File: src/rtl/net_in_loader.sv
// rtl/net_in_loader.sv - serial-to-parallel vector loader with frame alignment
// Collects NIN samples per frame, pads short frames, truncates long ones.
module net_in_loader #(
  parameter int WIDTH = 16,
  parameter int NIN   = 4
) (
  input  logic                    clk,
  input  logic                    rst_n,
  input  logic signed [WIDTH-1:0] s_data,
  input  logic                    s_valid,
  input  logic                    s_last,
  output logic                    s_ready,
  output logic signed [WIDTH-1:0] vec_out [0:NIN-1],
  output logic                    vec_valid,
  input  logic                    vec_ready,
  output logic                    short_err,
  output logic                    long_err
);

  localparam int IW = $clog2(NIN);
  localparam logic [IW-1:0] LAST_IDX = IW'(NIN - 1);

  typedef enum logic [1:0] {FILL, HOLD, DROP} state_t;

  state_t        state, state_nxt;
  logic [IW-1:0] idx, idx_nxt;
  logic          pend, pend_nxt;
  logic          valid_nxt, short_nxt, long_nxt;
  logic          store;

  always_ff @(posedge clk or negedge rst_n) begin
    if (!rst_n) begin
      state     <= FILL;
      idx       <= '0;
      pend      <= 1'b0;
      vec_valid <= 1'b0;
      short_err <= 1'b0;
      long_err  <= 1'b0;
    end else begin
      state     <= state_nxt;
      idx       <= idx_nxt;
      pend      <= pend_nxt;
      vec_valid <= valid_nxt;
      short_err <= short_nxt;
      long_err  <= long_nxt;
    end
  end

  always_comb begin
    state_nxt = state;
    idx_nxt   = idx;
    pend_nxt  = pend;
    valid_nxt = vec_valid;
    short_nxt = 1'b0;
    long_nxt  = 1'b0;
    store     = 1'b0;
    s_ready   = 1'b0;
    case (state)
      FILL: begin
        s_ready = 1'b1;
        if (s_valid) begin
          store = 1'b1;
          if (idx != LAST_IDX) begin
            if (s_last) begin
              short_nxt = 1'b1;
              state_nxt = HOLD;
              idx_nxt   = '0;
              valid_nxt = 1'b1;
            end else begin
              idx_nxt = idx + IW'(1);
            end
          end else begin
            // Vector full without s_last: the rest of this frame must be discarded.
            state_nxt = HOLD;
            idx_nxt   = '0;
            valid_nxt = 1'b1;
            long_nxt  = !s_last;
            pend_nxt  = !s_last;
          end
        end
      end
      HOLD: begin
        if (vec_ready) begin
          valid_nxt = 1'b0;
          pend_nxt  = 1'b0;
          state_nxt = pend ? DROP : FILL;
        end
      end
      DROP: begin
        s_ready = 1'b1;
        if (s_valid && s_last) state_nxt = FILL;
      end
      default: state_nxt = FILL;
    endcase
  end

  // Short frames zero the tail in the same cycle as the final write.
  always_ff @(posedge clk or negedge rst_n) begin
    if (!rst_n) begin
      for (int i = 0; i < NIN; i++) vec_out[i] <= '0;
    end else if (store) begin
      for (int i = 0; i < NIN; i++) begin
        if (i == int'(idx)) vec_out[i] <= s_data;
        else if (s_last && i > int'(idx)) vec_out[i] <= '0;
      end
    end
  end

endmodule

File: config.mk
export PLATFORM = sky130hd
export DESIGN_NAME = net_in_loader
export DESIGN_NICKNAME = d
export VERILOG_FILES = /design/src/rtl/net_in_loader.sv
export SDC_FILE = /design/constraint.sdc
export NUM_CORES = 1
export LEC_CHECK = 0
export ABC_CLOCK_PERIOD_IN_PS = 1900
export BUFFER_PORTS_ARGS = -buffer_cell sky130_fd_sc_hd__clkbuf_2
export CORE_ASPECT_RATIO = 1.5
export CORE_UTILIZATION = 51
export CTS_CLUSTER_DIAMETER = 50
export DETAILED_ROUTE_END_ITERATION = 10
export PLACE_DENSITY = 0.77
export SLEW_MARGIN = 20
export SYNTH_ARGS = -nofsm -noshare
export SYNTH_HDL_FRONTEND = slang
export SYNTH_SLANG_ARGS = --single-unit
File: constraint.sdc
create_clock -name clk -period 1.9 [get_ports clk]
set_input_delay 0.19 -clock clk [delete_from_list [all_inputs] [get_ports clk]]
set_output_delay 0.19 -clock clk [all_outputs]
set_load 0.01 [all_outputs]
==> impl_metrics.yaml <==
power_and_ir_drop:
  pwr-share-seq: 0.415
  peakVddDrop_mv: 1.25
  p_int_w: 0.00385
  p_switching_w: 0.00191
  swShare: 0.332
  power_leakage_nw: 1.92
  power.density_nw_per_um2: 1500
  clkPwrFrac: 0.258
  share_comb_of_total_power: 0.327
worst_setup_path:
  cp_top_family: "simple AND/OR/NAND/NOR gates"
  path_depth: 4
  cp_data_required_time_ps: 2160
  timing.rr.end: "vec_out[11]"
  startpoint: "state[0]"
  cp_max_fo: 11
  cp-endpoint: "vec_out[11]"
  cp-start-kind: "register"
  rrSetupSlack_ps: 150
  slowest_delay_ps: 560
  r2r_start: "state[0]"
  cp.buffers_inverters: 1
  critPathCaptureType: "register"
  crit_slowest_cell: "or3b_1"
  critPathKind: "register to register"
  path_cells: "or3b_1 > nor2_4 > buf_4 > mux2i_1"
  critPathArrivalTime_ps: 2010
  reg2regPathDepth: 4
place:
  dp_hpwl_um: 4890
  place_congestion: 0.788
  io_buffer_count: 88
  dpl_cell_area_sq_um: 3600
yosys:
  yosysWarnings: 0
  syn_inst: 253
  syn_area_per_cell_sq_um: 12.1
  syn_area_sq_um: 3060
  synth_top_area_frac: 0.588
  synth_seq_cells: 72
  synth_cell_types: 29
  ys_seq_area_frac: 0.588
  synth_area_leaders: "dfrtp_1 (59%), mux2i_1 (11%), a22o_1 (4.6%), nand2_1 (4.5%), inv_1 (4.3%)"
  yosys.area.top_type: "dfrtp_1"
  syn_nets: 279
sta:
  finalSetupViolations: 0
  setup_tns_ps: 0
  rsz0062_at_grt: "false"
  hold_viol: 0
  worst_slew_pin_slew_ps: 698
  fmax_mhz: 571
  drv_slew: 0
  period_needed_ps: 1750
  fin_hold_ws_ps: 101
  finalClockSkew_ps: 8.44
  post-route-period-util: 0.922
  max_slew_margin: 0.535
drt:
  drt-pass1-iter-count: 4
  vias: 2202
  wl_per_cell_um: 16.4
  wl_um: 7020
  vias_per_cell: 5.16
  antenna_left: 0
  route.detailed.drc: 0
  drtIter0Drc: 133
clock_network:
  cts_num_sinks: 72
  h-tree-depth: 3
  cts_buffer_depth: 2
  cts_hold_buf: 1
  path_clk_slew_ps: 70
  cts_buffers: 9
  root_buffer: "clkbuf_8"
  postCtsSetupRepairBufs: 0
  cts_resized: 0
  cts_tree: "done"
  worstSkewPairLatency_ps: 350
floorplan:
  initial_utilization: 0.529
  core-area_sq_um: 5790
  io_pins: 89
  dieHeight_um: 96.9
  dieWidth_um: 65.3
  rows: 34
  dieArea_sq_um: 6320
worst_hold_path:
  hold_path.class: "primary input to register"
global_route:
  globalRouteTotalUtil: 0.243
  grt_pass1_vias: 2214
  antenna_found_initial: 0
  grt_pass1_wl_um: 11400
  grt_max_degree: 73
  gr-total-overflow: 0
final_layout:
  diodes: 0
  syn_to_final_growth_pct: 25.9
  fin_area_sq_um: 3850
  nNetsFinal: 376
  drive_above_1_share: 0.344
status:
  status: "completed"
run:
  drv_cap: 0
flip-flops by register name, indices dropped and copies added, names as in the netlist:
name       cells
vec_out       64
short_err      1
state          2
long_err       1
pend           1
idx            2
vec_valid      1
synth_stat cells:
cell / count
and2_1: 2
dfrtp_1: 72
or2b_1: 1
o22ai_1: 2
ha_1: 5
nor2b_1: 1
nor2_4: 1
buf_6: 1
or3b_1: 1
nand3_1: 1
buf_4: 1
o21ai_0: 4
nand2_1: 37
mux2_1: 10
nand2b_1: 2
buf_12: 2
a21oi_4: 1
nor3b_1: 2
or3_1: 1
buf_2: 3
nand3b_1: 1
inv_1: 35
clkbuf_1: 6
nor3b_2: 1
a22o_1: 16
nor2_1: 3
mux2i_1: 33
a21o_1: 2
mux2_2: 6
worst min-delay path by stage:
stage                   start          end  slack, ps  cells after the start
floorplan               rst_n       idx[0]       -110                      0
global placement        rst_n  vec_out[27]        230                      2
detailed placement      rst_n  vec_out[27]        230                      2
CTS                 vec_ready     state[0]         80                      2
global route        vec_ready     state[0]        110                      2
finish              vec_ready     state[0]        100                      2
logic make-up (layout without fill, tap and decap cells):
group | after synthesis | after routing | synth area share
buffers and inverters | 48 | 150 | 0.0744
adders and majority gates | 5 | 5 | 0.0204
AOI/OAI and AO/OA | 25 | 25 | 0.0666
muxes | 49 | 49 | 0.167
and+or+nand+nor | 54 | 54 | 0.0834
DFF | 72 | 72 | 0.588
area by class of cell:
class | instances | area [sq um]
multi-input cells | 133 | 1030
repair buffers | 99 | 553
well taps | 72 | 90.1
clock inverters | 5 | 104
inverters | 35 | 131
fillers | 481 | 1930
clock buffers | 11 | 141
flip-flops and latches | 72 | 1800
metrics by stage:
| step | utilization | instances | setup slack (ps) | power [W] |
|---|---|---|---|---|
| final | 0.666 | 427 | 148 | 0.00576 |
| after CTS | 0.666 | 427 | 160 | 0.00579 |
| after detailed placement | 0.622 | 410 | 181 | 0.00431 |
| after global placement | 0.622 | 410 | 265 | 0.00422 |
| after global routing | 0.666 | 427 | 59.1 | 0.00607 |
| after floorplan | - | 253 | 271 | 0.00346 |
power groups by stage:
| stage | combinational, W | clock (W) | sequential, W |
|---|---|---|---|
| 3_3_place_gp | 0.00182 | 0 | 0.00240 |
| 5_1_grt | 0.00206 | 0.00155 | 0.00246 |
| 2_1_floorplan | 0.000856 | 0 | 0.00260 |
| 3_5_place_dp | 0.00190 | 0 | 0.00241 |
| 4_1_cts | 0.00191 | 0.00149 | 0.00239 |
| 6_report | 0.00188 | 0.00149 | 0.00239 |
cell usage in the layout, fill, tap and decap left out, types with 2 or more instances in the layout:
cell type and count:
a21o_1 2, a22o_1 16, and2_1 2, buf_12 2, buf_4 9, bufinv_16 3
clkbuf_2 87, clkbuf_8 10, dfrtp_1 72, ha_1 5, inv_1 35, mux2_1 10
mux2_2 6, mux2i_1 33, nand2_1 37, nand2b_1 2, nor2_1 3, nor3b_1 2
o21ai_0 4, o22ai_1 2
routing by layer:
layer | up-vias | routed length [um] | global-route usage
li1 | 1019 | - | -
met1 | 1108 | 2920 | 0.310
met2 | 61 | 3660 | 0.395
met3 | 14 | 256 | 0.0472
met4 | 0 | 180 | 0.105
met5 | - | 0 | 0
No activity file was read; power rests on OpenSTA's default activity.
